**src/rtl/keyboard_input_buffer.sv**
```systemverilog
// keyboard_input_buffer: memory-mapped keyboard port for the eLC-3.
// Queues key codes in a DEPTH-entry FIFO and exposes KBSR/KBDR registers
// with a sticky overflow flag, an interrupt enable and an IRQ output.
module keyboard_input_buffer #(
  parameter int unsigned DEPTH     = 8,
  parameter int unsigned DATA_W    = 8,
  parameter logic [15:0] KBSR_ADDR = 16'hFE00,
  parameter logic [15:0] KBDR_ADDR = 16'hFE02,
  parameter bit          DROP_ZERO = 1'b1
) (
  input  logic                     Clk,
  input  logic                     Reset,
  input  logic                     Keypress,
  input  logic [DATA_W-1:0]        ASCII,
  input  logic [15:0]              Address,
  input  logic                     MIO_EN,
  input  logic                     R_W,
  input  logic [15:0]              Data_In,
  output logic [15:0]              Data_Out,
  output logic                     Hit,
  output logic                     KBSR,
  output logic                     IRQ,
  output logic                     Overflow,
  output logic [$clog2(DEPTH):0]   Count
);

  localparam int unsigned AW       = $clog2(DEPTH);
  localparam logic [AW:0] FULL_CNT = (AW+1)'(DEPTH);
  localparam logic [AW:0] CNT_ONE  = (AW+1)'(1);
  localparam logic [AW-1:0] PTR_ONE = AW'(1);

  logic [DATA_W-1:0] mem [DEPTH];
  logic [AW-1:0]     wr_ptr;
  logic [AW-1:0]     rd_ptr;
  logic              ie;
  logic              prev_key;
  logic              rd_prev;

  logic              is_kbsr;
  logic              is_kbdr;
  logic              kbdr_rd;
  logic              kbsr_wr;
  logic              push_req;
  logic              empty;
  logic              full;
  logic              do_pop;
  logic              do_push;
  logic              ovf_set;
  logic [15:0]       head_ext;

  // Decode bus access and resolve push/pop/overflow for this cycle.
  // A pop is taken when a KBDR read ends, so the head stays stable for the
  // whole access; a same-cycle pop frees a slot before a push is judged full.
  always_comb begin
    is_kbsr  = (Address == KBSR_ADDR);
    is_kbdr  = (Address == KBDR_ADDR);
    kbdr_rd  = MIO_EN & ~R_W & is_kbdr;
    kbsr_wr  = MIO_EN & R_W & is_kbsr;
    push_req = Keypress & ~prev_key & ~(DROP_ZERO & (ASCII == '0));
    empty    = (Count == '0);
    full     = (Count == FULL_CNT);
    do_pop   = rd_prev & ~kbdr_rd & ~empty;
    do_push  = push_req & (~full | do_pop);
    ovf_set  = push_req & full & ~do_pop;
  end

  // Combinational read mux and status outputs.
  always_comb begin
    head_ext = '0;
    head_ext[DATA_W-1:0] = mem[rd_ptr];
    Hit      = MIO_EN & (is_kbsr | is_kbdr);
    KBSR     = ~empty;
    IRQ      = KBSR & ie;
    Data_Out = '0;
    if (Hit && is_kbsr) begin
      Data_Out = {KBSR, ie, Overflow, 13'b0};
    end else if (Hit && is_kbdr && !empty) begin
      Data_Out = head_ext;
    end
  end

  // FIFO storage; contents need no reset since Count gates every read.
  always_ff @(posedge Clk) begin
    if (do_push) begin
      mem[wr_ptr] <= ASCII;
    end
  end

  // Pointers, occupancy, control bits and edge-detect history.
  always_ff @(posedge Clk) begin
    if (Reset) begin
      wr_ptr   <= '0;
      rd_ptr   <= '0;
      Count    <= '0;
      ie       <= 1'b0;
      Overflow <= 1'b0;
      prev_key <= 1'b1;
      rd_prev  <= 1'b0;
    end else begin
      prev_key <= Keypress;
      rd_prev  <= kbdr_rd;
      if (do_push) begin
        wr_ptr <= wr_ptr + PTR_ONE;
      end
      if (do_pop) begin
        rd_ptr <= rd_ptr + PTR_ONE;
      end
      case ({do_push, do_pop})
        2'b10:   Count <= Count + CNT_ONE;
        2'b01:   Count <= Count - CNT_ONE;
        default: Count <= Count;
      endcase
      if (kbsr_wr) begin
        ie <= Data_In[14];
      end
      // A dropped key in the same cycle as a write-1-to-clear keeps the flag set.
      if (ovf_set) begin
        Overflow <= 1'b1;
      end else if (kbsr_wr && Data_In[13]) begin
        Overflow <= 1'b0;
      end
    end
  end

endmodule

```
**config.mk**
```make
export PLATFORM = sky130hd
export DESIGN_NAME = keyboard_input_buffer
export DESIGN_NICKNAME = d
export VERILOG_FILES = /design/src/rtl/keyboard_input_buffer.sv
export SDC_FILE = /design/constraint.sdc
export NUM_CORES = 1
export LEC_CHECK = 0
export ABC_AREA = 1
export CAP_MARGIN = 15
export CORE_MARGIN = 2
export CORE_UTILIZATION = 52
export CTS_CLUSTER_DIAMETER = 80
export DETAILED_ROUTE_END_ITERATION = 8
export GPL_TIMING_DRIVEN = 1
export PLACE_DENSITY = 0.81
export SYNTH_ARGS = -nofsm -noshare
export SYNTH_HDL_FRONTEND = slang
export SYNTH_SLANG_ARGS = --single-unit
```
**constraint.sdc**
```tcl
create_clock -name Clk -period 2.8 [get_ports Clk]
set_clock_uncertainty 0.05 [all_clocks]
set_input_delay 0.56 -clock Clk [delete_from_list [all_inputs] [get_ports Clk]]
set_output_delay 0.56 -clock Clk [all_outputs]
set_load 0.005 [all_outputs]
```
==> results <==
- The run finished with clean final reports.
- The first routing iteration left approximately 240 violations.
- The critical path data required time is 2.19 ns.
- The startpoint identified for the worst hold timing path is rd_ptr[2]$_SDFFE_PP0N_.
- The number of synthesized register bits is 81.
- The detail route stage leaves a number of antenna-violating nets equal to 0.
- For the pin with the worst max-slew slack, the measured transition is 0.567 ns.
- Subtracting the final worst setup slack from the clock period gives 2.66 ns.
- The post-route fraction of the period consumed by the critical path is 95.2%.
- The post-synthesis xor/xnor area fraction is 0.733%.
- The critical setup path kind is input port to output port.
- The length of the first detailed-routing pass in iterations is 5.
- The async set or reset register ratio after synthesis is 0%.
- At the later pin of the worst-skew pair, clock insertion delay measures around 0.34 ns.
- Entering global routing, the biggest net connects 33 pins.
- The combinational family with the most area after synthesis is simple AND/OR/NAND/NOR gates.
- The number of antenna violations at the first check in global routing is 0.
- The root buffer cell chosen for the clock tree is sky130_fd_sc_hd__clkbuf_8.
- In this run, CTS created clock tree buffers numbering 9.
- In the final routed layout, each cell accounts on average for 14.9 um.
- The number of endpoints with negative hold slack in the final report is 0.
- The switching share of power is 20.6%.
- The area added between synthesis and finish is 28.8%.
- The worst min-delay path class is flip-flop to flip-flop.
- The final count of negative-setup-slack endpoints is 0.
- The simple logic cell fraction of the synthesized area is 19.0%.
- Hold is met by 0.414 ns.
- The synthesized netlist devotes about 10% of its cell area to compound gates.
- The worst setup path is captured at an output port.
- 0 antenna diodes ended up in the layout.
- On the worst path, the slowest cell contributes a delay of 0.47 ns.
- The leftover overflow at the end of global routing is 0.
- In this run the static leakage power is 1.83 nW.
- The sequential share of power is between 50% and 60%.
- Summed over all nets, the half-perimeter wirelength after detailed placement is 5260 um.
- The all-layer global routing usage is 21.7%.
- Together, buffers and inverters on the worst path number 5.
- The critical path goes through clkdlybuf4s50_1 -> inv_1 -> nor2_1 -> nand2_1 -> nor2_4 -> nand4_1 -> buf_6 -> buf_4 -> a21oi_1 -> clkbuf_2.
- The number of max-slew violations in the final report was 0.
- Across all layers, the routed design uses 2701 vias.
- The H-tree was split into 3 levels.
- The effective utilization at floorplan is between 50% and 60%.
- Averaged over all synthesized cells, the footprint is 10.5 um2.
- The standard cell core area is 6720 um2.
- In the synthesized netlist, the number of instances is 340.
- The highest fanout seen on the critical path is 5.
- The mapped netlist covers 3580 um2.
- In this run the deepest clock path goes through 2 buffers.
- The total I/O pin count is slightly below 70.
- After detailed placement, the design holds a cell count of 494.
- The number of warning messages in the yosys log is 0.
- The die area is 7570 um2.
- In this run the critical register-to-register path is launched from Count[1]$_SDFFE_PP0P_.
- Ranked by instance count, the synthesized netlist is headed by sky130_fd_sc_hd__nand2_1 (80), sky130_fd_sc_hd__edfxtp_1 (64), sky130_fd_sc_hd__nor2_1 (51).
- After detailed routing, the number of vias per cell comes to 5.27.
- Combinational logic burns a little over 6% of the power.
- The largest total area in the synthesized netlist belongs to sky130_fd_sc_hd__edfxtp_1.
- The most critical setup path has its startpoint at Address[1].
- The site row count is 30.
- The clock tree from TritonCTS is done.
- In the routed design, unresolved DRC markers number 0.
- The relative slew slack is 62.2%.
- By area the synthesized netlist is led by sky130_fd_sc_hd__edfxtp_1 (54%), sky130_fd_sc_hd__dfxtp_1 (9.5%), sky130_fd_sc_hd__nand2_1 (8.4%).
- The first-pass GRT wire length is 12300 um.
- The kind of launch point of the worst setup path is an input port.
- Setup repair after global routing could not meet its margin everywhere.
- The unique cell type count in the Yosys netlist is 34.
- In this run the power spent charging and discharging nets is 465 uW.
- The maximum frequency from static timing analysis is 375 MHz.
- The slowest stage cell on the critical path is sky130_fd_sc_hd__clkdlybuf4s50_1.
- The post-synthesis adder-cell area fraction is 1.95%.
- In this run, synthesis inferred 64 flip-flops with an integrated enable.
- The post-cts hold buffer count is 0.
- The final net count is 478.
- The number of cells in the finished layout apart from fillers is slightly above 500.
- Across the VDD grid, the largest voltage drop is 311 uV.
- The sequential share of the synthesized area is between 60% and 70%.
- The count of buffers from port buffering is 49.
- After detailed routing, the total wire length is 7640 um.
- In this run the horizontal extent of the chip is 87.0 um.
- The number of inserted filler cells in the final layout is between 400 and 500.
- The clock share of power is a little over a third.
- The commonest register cell after synthesis is sky130_fd_sc_hd__edfxtp_1.
- The cell with the most instances after synthesis is sky130_fd_sc_hd__nand2_1.
- The CTS clock-pin slew for the worst setup and hold paths is 0.08 ns.
- The share of synthesized area in the top cell type comes to 53.6%.
- The number of global-route vias before repair is 2694.
- Of the post-synthesis cell area, the part taken by muxes is 0%.
- Of the cells placed in the final design, the portion with a size suffix greater than 1 is 19.4%.
- Data arrives at the worst endpoint at roughly 2 ns.
- The clock net sink count is 81.
- The height of the chip is 87.0 um.
- Routability-driven placement finished with a final weighted congestion of between 0.7 and 0.8.
- Dividing total power by cell area gives a power density of 488 nW/um2.
- The kind of cell adding the most delay to the critical path is buffers and inverters.
- The internal power of the cells totals 1.79 mW.
- The total power of the final layout is 2.25 mW.
- The count of maximum capacitance violations is 0.
## path summary, 6_finish.rpt
| kind | to | slack, ns | depth (start not counted) |
|---|---|---|---|
| setup / recovery | Data_Out[3] | 0.14 | 10 |
| hold / removal | flip-flop | 0.41 | 2 |
| setup reg to reg | Count[3]$_SDFFE_PP0P_ | 0.54 | 17 |
| hold reg to reg | flip-flop | 0.41 | 2 |
## worst min-delay path, delay by kind of cell (launching register included)
kind                   cells  cell delay [ns]
DFF                        1             0.32
AOI/OAI and AO/OA          1             0.06
buffers and inverters      1             0.05
## cells in the final DEF, fill, tap and decap left out, types with 3 or more instances in the layout
master,netlist,routed
sky130_fd_sc_hd__nand2_1,80,80
sky130_fd_sc_hd__edfxtp_1,64,64
sky130_fd_sc_hd__nor2_1,51,49
sky130_fd_sc_hd__buf_4,5,38
sky130_fd_sc_hd__clkdlybuf4s50_1,0,37
sky130_fd_sc_hd__inv_1,22,22
sky130_fd_sc_hd__a21oi_1,20,20
sky130_fd_sc_hd__dfxtp_1,17,17
sky130_fd_sc_hd__o21ai_0,13,13
sky130_fd_sc_hd__clkbuf_8,0,9
sky130_fd_sc_hd__a32oi_1,7,7
sky130_fd_sc_hd__a32o_1,7,7
sky130_fd_sc_hd__dlygate4sd2_1,0,7
sky130_fd_sc_hd__nand3_1,6,6
sky130_fd_sc_hd__conb_1,1,5
sky130_fd_sc_hd__clkbuf_2,0,5
sky130_fd_sc_hd__nand2_4,4,4
sky130_fd_sc_hd__nor2_2,2,4
sky130_fd_sc_hd__ha_1,4,4
sky130_fd_sc_hd__inv_2,3,3
sky130_fd_sc_hd__xor2_1,3,3
sky130_fd_sc_hd__clkinvlp_4,0,3
## power by group through the flow
stage	Sequential (mW)	Clock, mW	Combinational [mW]
detailed placement	1.34	0	0.137
global placement	1.34	0	0.132
global route	1.31	0.866	0.153
finish	1.31	0.805	0.138
CTS	1.31	0.816	0.138
floorplan	1.34	0	0.0513
## layer usage
metal  global-route usage, %  wire length (um)  up-vias
met2                    37.0              3990       83
met1                    26.2              3020     1278
met3                    4.83               503       15
met5                       0                 0        -
met4                    9.80               129        0
li1                        -                 -     1325
## flip-flops by register name, indices dropped and copies added, names as in the netlist, named ones only
signal	flops
mem	64
Count	4
rd_ptr	3
wr_ptr	3
Overflow	1
ie	1
prev_key	1
rd_prev	1
## cell families after synthesis
| logic type | after synthesis |
|---|---|
| and+or+nand+nor | 154 |
| adders and majority gates | 5 |
| xor gates and xnor gates | 3 |
| DFF | 81 |
| AOI/OAI and AO/OA | 53 |
| other | 1 |
| buffers and inverters | 43 |
## stage by stage
step           setup WS (ns)  utilization (%)  setup TNS [ns]  instance area, um2
5_1_grt              -0.0110             68.7         -0.0110                4620
3_3_place_gp          -0.123             65.6          -0.951                4410
3_5_place_dp          -0.163             65.6           -1.65                4410
2_1_floorplan          0.468                -               0                3600
4_1_cts               0.0420             68.7               0                4620
6_report               0.136             68.7               0                4620
## cell type report
type / instances / area (um2) / share of cell area [%]
flip-flops and latches: 81 / 2260 / 49.0
inverters: 26 / 100 / 2.17
clock inverters: 5 / 57.6 / 1.25
multi-input cells: 220 / 1170 / 25.4
well taps: 80 / 100 / 2.17
clock buffers: 11 / 131 / 2.85
repair buffers: 90 / 793 / 17.2
## what timing repair did
item	in CTS	in global routing
gates resized for setup	14	14
gates cloned	0	0
buffers inserted	3	0
pin swaps	3	1
endpoints found under the setup margin	12	8
No activity file was read; power rests on OpenSTA's default activity.
